==> config.mk <==
export PLATFORM = sky130hd
export DESIGN_NAME = cpu_trace_monitor
export DESIGN_NICKNAME = d
export VERILOG_FILES = /design/src/rtl/cpu_trace_monitor.sv
export SDC_FILE = /design/constraint.sdc
export NUM_CORES = 1
export LEC_CHECK = 0
export ABC_AREA = 1
export CAP_MARGIN = 15
export CORE_ASPECT_RATIO = 1.1
export CORE_UTILIZATION = 55
export CTS_CLUSTER_SIZE = 20
export DETAILED_ROUTE_END_ITERATION = 8
export MAX_ROUTING_LAYER = met4
export PLACE_DENSITY = 0.78
export SLEW_MARGIN = 25
export SYNTH_ARGS = -nofsm -noshare
export SYNTH_HDL_FRONTEND = slang
export SYNTH_SLANG_ARGS = --single-unit
==> constraint.sdc <==
create_clock -name clk -period 5.7 [get_ports clk]
set_input_delay 1.14 -clock clk [delete_from_list [all_inputs] [get_ports clk]]
set_output_delay 1.14 -clock clk [all_outputs]
set_load 0.01 [all_outputs]
==> src/rtl/cpu_trace_monitor.sv <==
// cpu_trace_monitor: runs beside cpu_top and watches the core's PC and
// register-write strobe. While the monitor is running it takes one sample
// per clock into a circular trace buffer. It keeps saturating statistics
// counters and flags misaligned PCs and PCs that stay the same for too long.
// On a selected trigger it freezes so the trace can be read out afterwards.
//
// Handshake note: there is no valid/ready traffic. A sample is taken on
// every posedge where state=RUN, enable=1 and clear=0. Readout has a fixed
// latency: rd_idx is presented, and rd_pc/rd_wr show that entry after the
// next posedge.
module cpu_trace_monitor #(
    parameter int XLEN       = 32,
    parameter int DEPTH      = 16,
    parameter int ALIGN_BITS = 2,
    parameter int HANG_LIMIT = 64,
    parameter int CNT_W      = 32,
    parameter int TRIG_MODE  = 3,
    localparam int AW        = $clog2(DEPTH)
) (
    input  logic             clk,
    input  logic             reset,
    input  logic             enable,
    input  logic             clear,
    input  logic [XLEN-1:0]  pc_in,
    input  logic             reg_wr_in,
    input  logic [AW-1:0]    rd_idx,
    output logic [XLEN-1:0]  rd_pc,
    output logic             rd_wr,
    output logic [AW:0]      count,
    output logic [CNT_W-1:0] cycle_cnt,
    output logic [CNT_W-1:0] wr_cnt,
    output logic [CNT_W-1:0] misalign_cnt,
    output logic [XLEN-1:0]  first_misalign_pc,
    output logic             hang,
    output logic [1:0]       state
);

    // The repeat counter saturates at HANG_LIMIT, so it only needs enough
    // bits to hold that value.
    localparam int RW = $clog2(HANG_LIMIT + 1);
    localparam bit TRIG_MIS  = (TRIG_MODE == 1) || (TRIG_MODE == 3);
    localparam bit TRIG_HANG = (TRIG_MODE == 2) || (TRIG_MODE == 3);

    typedef enum logic [1:0] {
        ST_IDLE   = 2'd0,
        ST_RUN    = 2'd1,
        ST_FROZEN = 2'd2
    } state_t;

    state_t            state_q;

    logic [XLEN:0]     mem_q [DEPTH];
    logic [AW-1:0]     wptr_q, wptr_d;
    logic [AW:0]       count_q, count_d;
    logic [CNT_W-1:0]  cycle_cnt_q, cycle_cnt_d;
    logic [CNT_W-1:0]  wr_cnt_q, wr_cnt_d;
    logic [CNT_W-1:0]  misalign_cnt_q, misalign_cnt_d;
    logic [XLEN-1:0]   first_misalign_pc_q, first_misalign_pc_d;
    logic              hang_q, hang_d;
    logic [RW-1:0]     rep_q, rep_d;
    logic [XLEN-1:0]   prev_pc_q, prev_pc_d;
    logic              prev_valid_q, prev_valid_d;
    logic [XLEN-1:0]   rd_pc_q, rd_pc_d;
    logic              rd_wr_q, rd_wr_d;

    logic              sample;
    logic              misaligned;
    logic              mis_hit;
    logic              hang_hit;
    logic              trig;
    logic [AW-1:0]     rd_addr;
    logic              rd_in_range;

    // A misaligned PC has a nonzero value in any of the low ALIGN_BITS bits.
    // When ALIGN_BITS is 0, the check is turned off.
    generate
        if (ALIGN_BITS > 0) begin : g_align
            assign misaligned = |pc_in[ALIGN_BITS-1:0];
        end else begin : g_no_align
            assign misaligned = 1'b0;
        end
    endgenerate

    // clear has priority over a sample. RUN with enable low is the edge that
    // returns to IDLE, so no sample is taken on that edge.
    assign sample   = (state_q == ST_RUN) && enable && !clear;
    assign mis_hit  = sample && misaligned;
    assign hang_hit = sample && (rep_d == RW'(HANG_LIMIT));
    assign trig     = (TRIG_MIS && mis_hit) || (TRIG_HANG && hang_hit);

    // Control FSM: clear first, then trigger, then enable. FROZEN only
    // leaves on clear or reset.
    always_ff @(posedge clk) begin
        if (reset) begin
            state_q <= ST_IDLE;
        end else if (clear) begin
            state_q <= ST_IDLE;
        end else begin
            case (state_q)
                ST_IDLE:   if (enable) state_q <= ST_RUN;
                ST_RUN: begin
                    if (trig)         state_q <= ST_FROZEN;
                    else if (!enable) state_q <= ST_IDLE;
                end
                ST_FROZEN: state_q <= ST_FROZEN;
                default:   state_q <= ST_IDLE;
            endcase
        end
    end

    // Next-state logic for the counters, pointers, flags and hang tracker.
    always_comb begin
        wptr_d              = wptr_q;
        count_d             = count_q;
        cycle_cnt_d         = cycle_cnt_q;
        wr_cnt_d            = wr_cnt_q;
        misalign_cnt_d      = misalign_cnt_q;
        first_misalign_pc_d = first_misalign_pc_q;
        hang_d              = hang_q;
        rep_d               = rep_q;
        prev_pc_d           = prev_pc_q;
        prev_valid_d        = prev_valid_q;

        if (clear) begin
            wptr_d              = '0;
            count_d             = '0;
            cycle_cnt_d         = '0;
            wr_cnt_d            = '0;
            misalign_cnt_d      = '0;
            first_misalign_pc_d = '0;
            hang_d              = 1'b0;
            rep_d               = '0;
            prev_valid_d        = 1'b0;
        end else if (state_q != ST_RUN) begin
            // Outside RUN, the repeat tracker stays zeroed. This way each
            // run starts fresh on the IDLE->RUN edge.
            rep_d        = '0;
            prev_valid_d = 1'b0;
        end else if (sample) begin
            wptr_d = wptr_q + 1'b1;
            if (count_q != (AW+1)'(DEPTH)) count_d = count_q + 1'b1;
            if (cycle_cnt_q != '1) cycle_cnt_d = cycle_cnt_q + 1'b1;
            if (reg_wr_in && wr_cnt_q != '1) wr_cnt_d = wr_cnt_q + 1'b1;
            if (misaligned) begin
                if (misalign_cnt_q == '0) first_misalign_pc_d = pc_in;
                if (misalign_cnt_q != '1) misalign_cnt_d = misalign_cnt_q + 1'b1;
            end
            if (prev_valid_q && (pc_in == prev_pc_q)) begin
                if (rep_q != RW'(HANG_LIMIT)) rep_d = rep_q + 1'b1;
            end else begin
                rep_d = '0;
            end
            prev_pc_d    = pc_in;
            prev_valid_d = 1'b1;
            if (rep_d == RW'(HANG_LIMIT)) hang_d = 1'b1;
        end
    end

    // rd_idx counts from the oldest valid entry. Indexes past count read
    // back as zero.
    assign rd_addr     = wptr_q - count_q[AW-1:0] + rd_idx;
    assign rd_in_range = ({1'b0, rd_idx} < count_q);

    // Next-state logic for the readout registers. They work in every state.
    always_comb begin
        rd_pc_d = '0;
        rd_wr_d = 1'b0;
        if (rd_in_range) begin
            rd_pc_d = mem_q[rd_addr][XLEN-1:0];
            rd_wr_d = mem_q[rd_addr][XLEN];
        end
    end

    // Trace storage. There is no reset because count alone marks which
    // entries are valid.
    always_ff @(posedge clk) begin
        if (!reset && sample) begin
            mem_q[wptr_q] <= {reg_wr_in, pc_in};
        end
    end

    // State registers for the datapath and readout.
    always_ff @(posedge clk) begin
        if (reset) begin
            wptr_q              <= '0;
            count_q             <= '0;
            cycle_cnt_q         <= '0;
            wr_cnt_q            <= '0;
            misalign_cnt_q      <= '0;
            first_misalign_pc_q <= '0;
            hang_q              <= 1'b0;
            rep_q               <= '0;
            prev_pc_q           <= '0;
            prev_valid_q        <= 1'b0;
            rd_pc_q             <= '0;
            rd_wr_q             <= 1'b0;
        end else begin
            wptr_q              <= wptr_d;
            count_q             <= count_d;
            cycle_cnt_q         <= cycle_cnt_d;
            wr_cnt_q            <= wr_cnt_d;
            misalign_cnt_q      <= misalign_cnt_d;
            first_misalign_pc_q <= first_misalign_pc_d;
            hang_q              <= hang_d;
            rep_q               <= rep_d;
            prev_pc_q           <= prev_pc_d;
            prev_valid_q        <= prev_valid_d;
            rd_pc_q             <= rd_pc_d;
            rd_wr_q             <= rd_wr_d;
        end
    end

    assign rd_pc             = rd_pc_q;
    assign rd_wr             = rd_wr_q;
    assign count             = count_q;
    assign cycle_cnt         = cycle_cnt_q;
    assign wr_cnt            = wr_cnt_q;
    assign misalign_cnt      = misalign_cnt_q;
    assign first_misalign_pc = first_misalign_pc_q;
    assign hang              = hang_q;
    assign state             = state_q;

endmodule

# Word level (Yosys, flattened, before mapping)
# Memories as Yosys holds them, arrays and structs flattened. A register that Yosys moved wholly into a read port is not among the register bits.
# Index checks and enable logic that the tools add are counted.
[totals]
regBits = 180
elab_cells = 76
memories = 1
output_inout_bits = 169
mem_bits_rw = 528
[memory_table]
columns = ["name", "words", "word_bits", "rd", "rd_clocked_by_memory_dff", "wr", "line_no", "text"]
rows = [
  ["mem_q", 16, 33, 1, 1, 1, "52", "logic [XLEN:0] mem_q [DEPTH];"],
]
[op_classes]
n_reduce_logical = 25
magnitude_cmp = 1
eq_ne = 13
n_addsub = 8
n_mux = 14
bitwise_logic = 3
[ops]
columns = ["cell", "count"]
rows = [
  ["$add 32x1->32 const B", 3],
  ["$ne 32x32->1 const B", 3],
  ["$mux 7", 8],
  ["$eq 32x32->1", 1],
  ["$logic_not 32->1", 1],
  ["$reduce_and 3->1", 5],
  ["$eq 7x7->1 const B", 2],
  ["$reduce_and 4->1", 2],
  ["$add 7x1->7 const B", 1],
  ["$logic_and 1x1->1", 7],
  ["$ne 7x7->1 const B", 1],
  ["$mux 2", 3],
  ["$pmux 2 s3", 1],
  ["$reduce_or 2->1", 3],
  ["$add 5x1->5 const B", 1],
  ["$lt 4x5->1", 1],
  ["$ne 5x5->1 const B", 1],
  ["$add 4x1->4 const B", 1],
  ["$add 4x4->4", 1],
  ["$reduce_and 2->1", 2],
  ["$sub 4x4->4", 1],
  ["$ne 3x3->1 const B", 1],
  ["$not 1->1", 3],
  ["$reduce_or 3->1", 1],
  ["other kinds (8)", 10],
]

# Longest topological paths before layout
# Gate-level depths: netlist of run 1.
[logic_depth]
depth_word = 14
mapped_depth = 17
depth_no_buf = 17

# Worst setup path after synthesis of run 1
# Ideal clock, no wire load.
[synth_timing]
kind = "in2reg"
start = "input port reset"
end = "memory mem_q[0][0] (netlist bit) (enable)"
cell_stages = 6
setup_ns = 0.423
slack_ns = 1.918
arrival_ns = 3.359
cell_sequence = "clkbuf_1 -> nor2_1 -> inv_1 -> nor2_1 -> nand2_1 -> nor2_1"
[synth_via]
elab_chain_cells = 4
[synth_rtl]
columns = ["element", "line_no", "text"]
rows = [
  ["start, declared", "21", "input logic reset,"],
  ["$logic_not 1->1", "177", "if (!reset && sample) begin"],
  ["$logic_and 1x1->1", "177", ""],
  ["$mux 1", "177", ""],
  ["$mux 1 (implied by the code)", "178", "mem_q[wptr_q] <= {reg_wr_in, pc_in};"],
  ["end, declared", "52", ""],
]
# Every way passes these cells.

# Worst setup path after layout of run 1
[layout_timing]
start = "input port rd_idx[2]"
end = "register rd_pc_q[21], in the netlist rd_pc[21] (read register of mem_q)"
[layout_via]
elab_chain_cells = 3
word_cells_on_any_way = 4
classes_between = "1 x add/sub; 1 x order compare; 1 x bitwise; 1 x reduce/logical"
[layout_rtl]
columns = ["element", "line_no", "text"]
rows = [
  ["start, declared", "26", "input logic [AW-1:0] rd_idx,"],
  ["$lt 4x5->1", "162", "assign rd_in_range = ({1'b0, rd_idx} < count_q);"],
  ["$not 1->1 (no source line)", "n/a", ""],
  ["$reduce_or 2->1 (no source line)", "n/a", ""],
  ["end, declared", "63", "logic [XLEN-1:0] rd_pc_q, rd_pc_d;"],
]
# Parallel ways exist; a longest one is shown, timed or not.
# A chain may end at the register's enable or synchronous reset.

==> results of run 1 <==
cell usage after synthesis (6+ instances only):
| cell type | count |
|---|---|
| nor4_1 | 21 |
| nor3b_1 | 10 |
| a311oi_1 | 33 |
| xor2_1 | 25 |
| nand3_1 | 46 |
| o21ai_0 | 309 |
| inv_2 | 15 |
| xnor2_1 | 17 |
| nand4_1 | 49 |
| nor2_2 | 6 |
| mux2i_1 | 132 |
| edfxtp_1 | 528 |
| o211ai_1 | 66 |
| nand2_1 | 371 |
| clkbuf_1 | 86 |
| dfxtp_1 | 213 |
| nor2_1 | 166 |
| a21oi_1 | 304 |
| ha_1 | 19 |
| buf_4 | 12 |
| nor3_1 | 56 |
| o21ai_1 | 8 |
| buf_1 | 18 |
| buf_2 | 22 |
| inv_1 | 321 |
sequential cells by signal, indices dropped and copies added, names as in the netlist:
signal	cells
first_misalign_pc	32
wptr_q	4
prev_pc_q	32
state	2
hang	1
prev_valid_q	1
rd_wr	1
rd_pc	32
rep_q	7
mem_q	528
count	5
cycle_cnt	32
wr_cnt	32
misalign_cnt	32
power groups by stage:
stage / Sequential [uW] / Combinational, uW / Clock [uW]
final: 5810 / 832 / 4580
after global routing: 5810 / 906 / 4830
after CTS: 5810 / 826 / 4630
after detailed placement: 5930 / 819 / 0
after global placement: 5930 / 793 / 0
after floorplan: 5930 / 488 / 0
layer usage:
metal / global-route usage (%) / vias up / share of wire (%)
li1: - / 10600 / -
met5: - / - / 0
met2: 47.1 / 925 / 49
met1: 36.0 / 11000 / 39
met4: 10.8 / 0 / 3.2
met3: 5.83 / 163 / 8.8
how the worst max path moves through the flow:
| stage | slack (ns) | cells past startpoint | from | end |
|---|---|---|---|---|
| global route | 1.38 | 11 | rd_idx[2] | rd_pc[20] |
| global placement | 0.79 | 11 | rd_idx[2] | rd_pc[23] |
| floorplan | 1.92 | 6 | reset | mem_q[0][0] |
| CTS | 1.56 | 11 | rd_idx[2] | rd_pc[16] |
| finish | 1.50 | 11 | rd_idx[2] | rd_pc[21] |
| detailed placement | 0.96 | 11 | rd_idx[2] | rd_pc[17] |
cells by family (layout without fill, tap and decap cells):
group                    Yosys count  in the layout
AO/OA/AOI/OAI                    734            734
XOR/XNOR                          42             42
adder cells (fa/ha/maj)           22             22
buffers and inverters            477            729
flip-flops                       741            741
multiplexers                     132            132
other                              0              4
AND/OR/NAND/NOR                  759            759
metrics by stage:
step	hold WS (ns)	utilization, %	instances	instance area, sq um
floorplan	0.440	-	2907	31400
global placement	0.442	61.2	3767	34400
detailed placement	0.444	61.2	3767	34500
CTS	0.456	65.3	3903	36700
global route	0.492	65.3	3907	36700
finish	0.457	65.3	3907	36700
cell type report:
| cell class | count | area (sq um) |
|---|---|---|
| sequential | 741 | 20100 |
| fill | 4252 | 19500 |
| multi-input combinational | 1689 | 9610 |
| timing repair buffer | 257 | 2530 |
| clock buffer | 102 | 2010 |
| inverter | 336 | 1260 |
| tap | 744 | 931 |
| clock inverter | 34 | 259 |
| antenna | 4 | 10.0 |
worst max-delay path, delay by kind of cell:
kind                     cells  cell delay [ns]
adder cells (fa/ha/maj)      2             0.91
AO/OA/AOI/OAI                4             0.82
buffers and inverters        4             1.07
XOR/XNOR                     1             0.74
==> impl_metrics.ini, run 1 <==
[yosys]
synth_top_family_by_area = compound AO/OA/AOI/OAI gates
synthDistinctLibCells = 50
synth_compound_area_share_pct = 12.7
ys_warn_count = 0
synth_edf_count = 528
synth-seq-cells = 741
synth_area_leaders = edfxtp_1 50%, dfxtp_1 14%, o21ai_0 4.9%
synth_top_area_share_pct = 50.5
synth_ff_type = edfxtp_1
avgSynthCellArea_sq_um = 10.8
synthesis.instances = 2907
ys_seq_area_share_pct = 64.0
synth_mux_area_share_pct = 4.21
async_flop_share_pct = 0
synth_area_leader_cell = edfxtp_1
synth_fa_ha_area_share_pct = 0.948
synth_xor_area_share_pct = 1.17
synth-simple-area-share_pct = 10.9
synth_nets = 2970
syn-cell-area_sq_um = 31400

[timing]
finalCritPeriodShare_pct = 73.6
worst_pin_slew_ns = 1.12
fmax_mhz = 238
fin_ws_ns = 1.50
fin_worst_skew_ns = 0.0163
timing_hold_violations_final = 0
slew_viol_final = 0
period_needed_ns = 4.20
rsz0062_at_grt = false
tns_ns = 0
setup_violations = 0
relSlewSlack_pct = 25.4

[clock_network]
cts_num_sinks = 741
cts_root_buf = clkbuf_16
clk_path_buf_depth = 3
tritoncts = built
path_clk_slew_ns = 0.06
cts_max_level = 3
postCtsSetupRepairBufs = 0
holdBufCountCts = 0
cts_buffers = 73
cts_resized = 0
worstSkewPairLatency_ns = 0.62

[critical_path]
path_max_fanout = 27
cp.required_ns = 6.21
crit_arrival_ns = 4.71
critPathLaunchType = primary input
cp-end-kind = flip-flop
r2r_cells = 10
crit_type = in -> reg
slowest_delay_ns = 0.74
critical-path-slowest-cell = xnor2_4
path_cells = clkdlybuf4s50_1 > inv_1 > fa_1 > inv_1 > ha_1 > a21oi_1 > o21ai_0 > xnor2_4 > buf_4 > a21oi_1 > a311oi_1
timing.rr.start = wptr_q[2]
r2r_slack_ns = 2.14
reg2reg_to = rd_pc[21]

[grt]
track_usage_pct = 29.0
overflow = 0
grt_max_degree = 133
grt_pass1_wl_mm = 126
antenna_found_initial = 4
grt_pass1_vias = 22300

[layout]
drive_gt1_share_pct = 7.19
syn_to_final_growth_pct = 16.9
fin_nets = 3161
final_common_cell = edfxtp_1
final_cell_mix = 528 x edfxtp_1, 371 x nand2_1, 319 x inv_1

[routing]
drt_iter0_markers = 2181
first_pass_iters = 6
post_drt_wl_per_cell_um = 20.9
vias = 22700
drt_wl_total_mm = 81.7
drc = 0
viasPerCell = 5.80
ant_nets = 0

[min_path]
hold_class = reg -> reg
holdPathEnd = hang
whs_path_depth = 2
hold_start = hang

[pwr]
irDropWorstVdd_mv = 0.187
p_leak_uw = 0.0129
finalPower_uw = 11200
p_sw_share_pct = 23.3
p_seq_share_pct = 51.8
pwr-share-clk_pct = 40.8
combPwrFrac_pct = 7.4
p_switching_uw = 2620
pwr_density_cell_nw_per_um2 = 305
internal_power_uw = 8600

[die]
start_util_pct = 55.9
rows = 91
fp.dieW_um = 230
dieArea_sq_um = 58100
core_area_sq_um = 56200
pin_count = 210
die_y_um = 253

[place]
gp_congestion = 0.914
hpwl_mm = 50.1
dpl_worst_slack_ns = 0.955
port-buffer-count = 209

[run_status]
status = complete, no violations

[run]
max_cap_viol_count = 0
Note: power is estimated with default switching activity, not from simulation.
==> run 2: changes to the inputs <==
--- a/config.mk
+++ b/config.mk
@@ -8,11 +8,11 @@
 export ABC_AREA = 1
 export CAP_MARGIN = 15
 export CORE_ASPECT_RATIO = 1.1
-export CORE_UTILIZATION = 55
+export CORE_UTILIZATION = 53
 export CTS_CLUSTER_SIZE = 20
 export DETAILED_ROUTE_END_ITERATION = 8
 export MAX_ROUTING_LAYER = met4
-export PLACE_DENSITY = 0.78
+export PLACE_DENSITY = 0.79
 export SLEW_MARGIN = 25
 export SYNTH_ARGS = -nofsm -noshare
 export SYNTH_HDL_FRONTEND = slang
==> constraint.sdc (replaced) <==
create_clock -name clk -period 3.71 [get_ports clk]
set_input_delay 0.742 -clock clk [delete_from_list [all_inputs] [get_ports clk]]
set_output_delay 0.742 -clock clk [all_outputs]
set_load 0.01 [all_outputs]
==> run 2 against run 1 <==
Against the previous run:
- the run now ends with design-rule violations left
- routed wire length grew 4.0%
- core utilization decreased by 0.71 points
- combinational power increased by 75%
- clock skew is 0.012 ns higher
- total power rose by 61%
- via count grew 1.6%
- setup slack worse by 1.1 ns
- flip-flop and latch count stayed put
- critical endpoint is now rd_pc[8]
- largest power group unchanged
==> impl_metrics.ini, run 2 (synthesized netlist as in run 1, its figures left out) <==
[routing]
first_pass_iters = 8
drt_iter0_markers = 2306
vias = 23000
drc = 7
post_drt_wl_per_cell_um = 21.4
ant_nets = 0
drt_wl_total_mm = 85.0
viasPerCell = 5.79

[clock_network]
cts_buffers = 74
holdBufCountCts = 0
tritoncts = built
clk_path_buf_depth = 3
postCtsSetupRepairBufs = 0
cts_resized = 0
cts_max_level = 3
cts_num_sinks = 741
path_clk_slew_ns = 0.06
cts_root_buf = clkbuf_16
worstSkewPairLatency_ns = 0.63

[run_status]
violations = design-rule violations
status = finished, violations left

[layout]
layoutNonFillerInstCount = 3979
n_fill_cell = 4370
regMostFlops = mem_q
fin_nets = 3221
drive_gt1_share_pct = 9.33
final_cell_area_sq_um = 37800
final_cell_mix = 528 x edfxtp_1, 371 x nand2_1, 319 x inv_1
final_common_cell = edfxtp_1
largest_reg_flops = 528
syn_to_final_growth_pct = 20.3

[run]
max_cap_viol_count = 0

[critical_path]
critPathBufInv = 5
critical-path-slowest-cell = fa_4
cpMostUsedCell = buf_12
path_max_fanout = 46
critical_path.top_delay_family = adder cells
path_cells = clkdlybuf4s50_1 > inv_1 > fa_1 > fa_4 > clkinv_2 > buf_12 > buf_12 > o21ai_0 > nand2_1 > a311oi_1
cp.required_ns = 4.23
crit_arrival_ns = 3.87
cp-end-kind = flip-flop
critPathLaunchType = primary input
crit_type = in -> reg
slowest_delay_ns = 0.90

[place]
hpwl_mm = 52.7
gp_congestion = 0.958
placed_cells = 3842
port-buffer-count = 209
placed_area_sq_um = 35300

[timing]
fmax_mhz = 299
fin_worst_skew_ns = 0.0278
rsz0062_at_grt = false
slew_viol_final = 0
setup_violations = 0
timing_hold_violations_final = 0
relSlewSlack_pct = 44.1
finalCritPeriodShare_pct = 90.2
worst_pin_slew_ns = 0.839
period_needed_ns = 3.35

[die]
die_y_um = 257
core_area_sq_um = 58500
pin_count = 210
rows = 93
fp.dieW_um = 234
start_util_pct = 53.7
dieArea_sq_um = 60300

[grt]
overflow = 0
grt_pass1_vias = 22900
grt_max_degree = 101
grt_pass1_wl_mm = 129
track_usage_pct = 29.2
antenna_found_initial = 2

[pwr]
irDropWorstVdd_mv = 0.300
p_leak_uw = 0.0134
pwr_density_cell_nw_per_um2 = 477

[min_path]
hold_class = reg -> reg
## run 2: changes by cell type in the layout (fill, tap and decap cells not counted), moves of 2 or more
cell and change:
clkinvlp_2 -2, diode_2 -2, clkinv_2 +3, clkbuf_1 -16, buf_12 +31, buf_4 +28
clkinv_4 +5, inv_6 -3, bufinv_16 +7, clkinv_8 +2
## run 2: worst reg2reg max path: stages, from the launching register on
cell and delay, ns:
dfxtp_1 0.38, inv_1 0.12, fa_1 0.51, fa_4 0.90, clkinv_2 0.11, buf_12 0.19, buf_12 0.22, o21ai_0 0.23
nand2_1 0.09, a311oi_1 0.27
## run 2: power breakdown
| part | total, uW | leakage (uW) | internal [uW] | switching (uW) |
|---|---|---|---|---|
| sequential | 8920 | 0.00646 | 8890 | 31.7 |
| clock | 7640 | 0.00121 | 4410 | 3230 |
| combinational | 1460 | 0.00571 | 542 | 913 |
## run 2: final timing paths
check                                from  endpoint  slack, ns  cells past startpoint
worst max-delay path            rd_idx[1]  rd_pc[8]       0.36                     10
worst min-delay path                 hang      hang       0.46                      2
worst max register to register  wptr_q[1]  rd_pc[8]       0.59                      9
worst min register to register       hang      hang       0.46                      2
## run 2: metrics by stage
stage	hold WS (ns)	setup slack [ns]	power, uW	utilization, %	setup TNS (ns)
finish	0.463	0.363	18000	64.6	0
global route	0.484	0.263	18500	64.6	0
CTS	0.465	0.419	18100	64.6	0
detailed placement	0.451	-0.217	10500	60.3	-4.26
global placement	0.450	-0.113	10500	60.3	-1.64
floorplan	0.440	0.326	9850	-	0
## run 2: final cells by class
class	count	area [sq um]	area share, %
clock buffer	87	1970	5.22
tap	760	951	2.52
timing repair buffer	316	3360	8.88
antenna	2	5.00	0.0132
multi-input combinational	1689	9600	25.4
sequential	741	20100	53.2
inverter	336	1260	3.34
clock inverter	48	536	1.42
## run 2: routing by layer
metal	wire length (um)	track usage [%]
met3	8370	6.35
met1	32700	35.9
met4	2940	11.6
met2	40900	46.6
met5	0	-
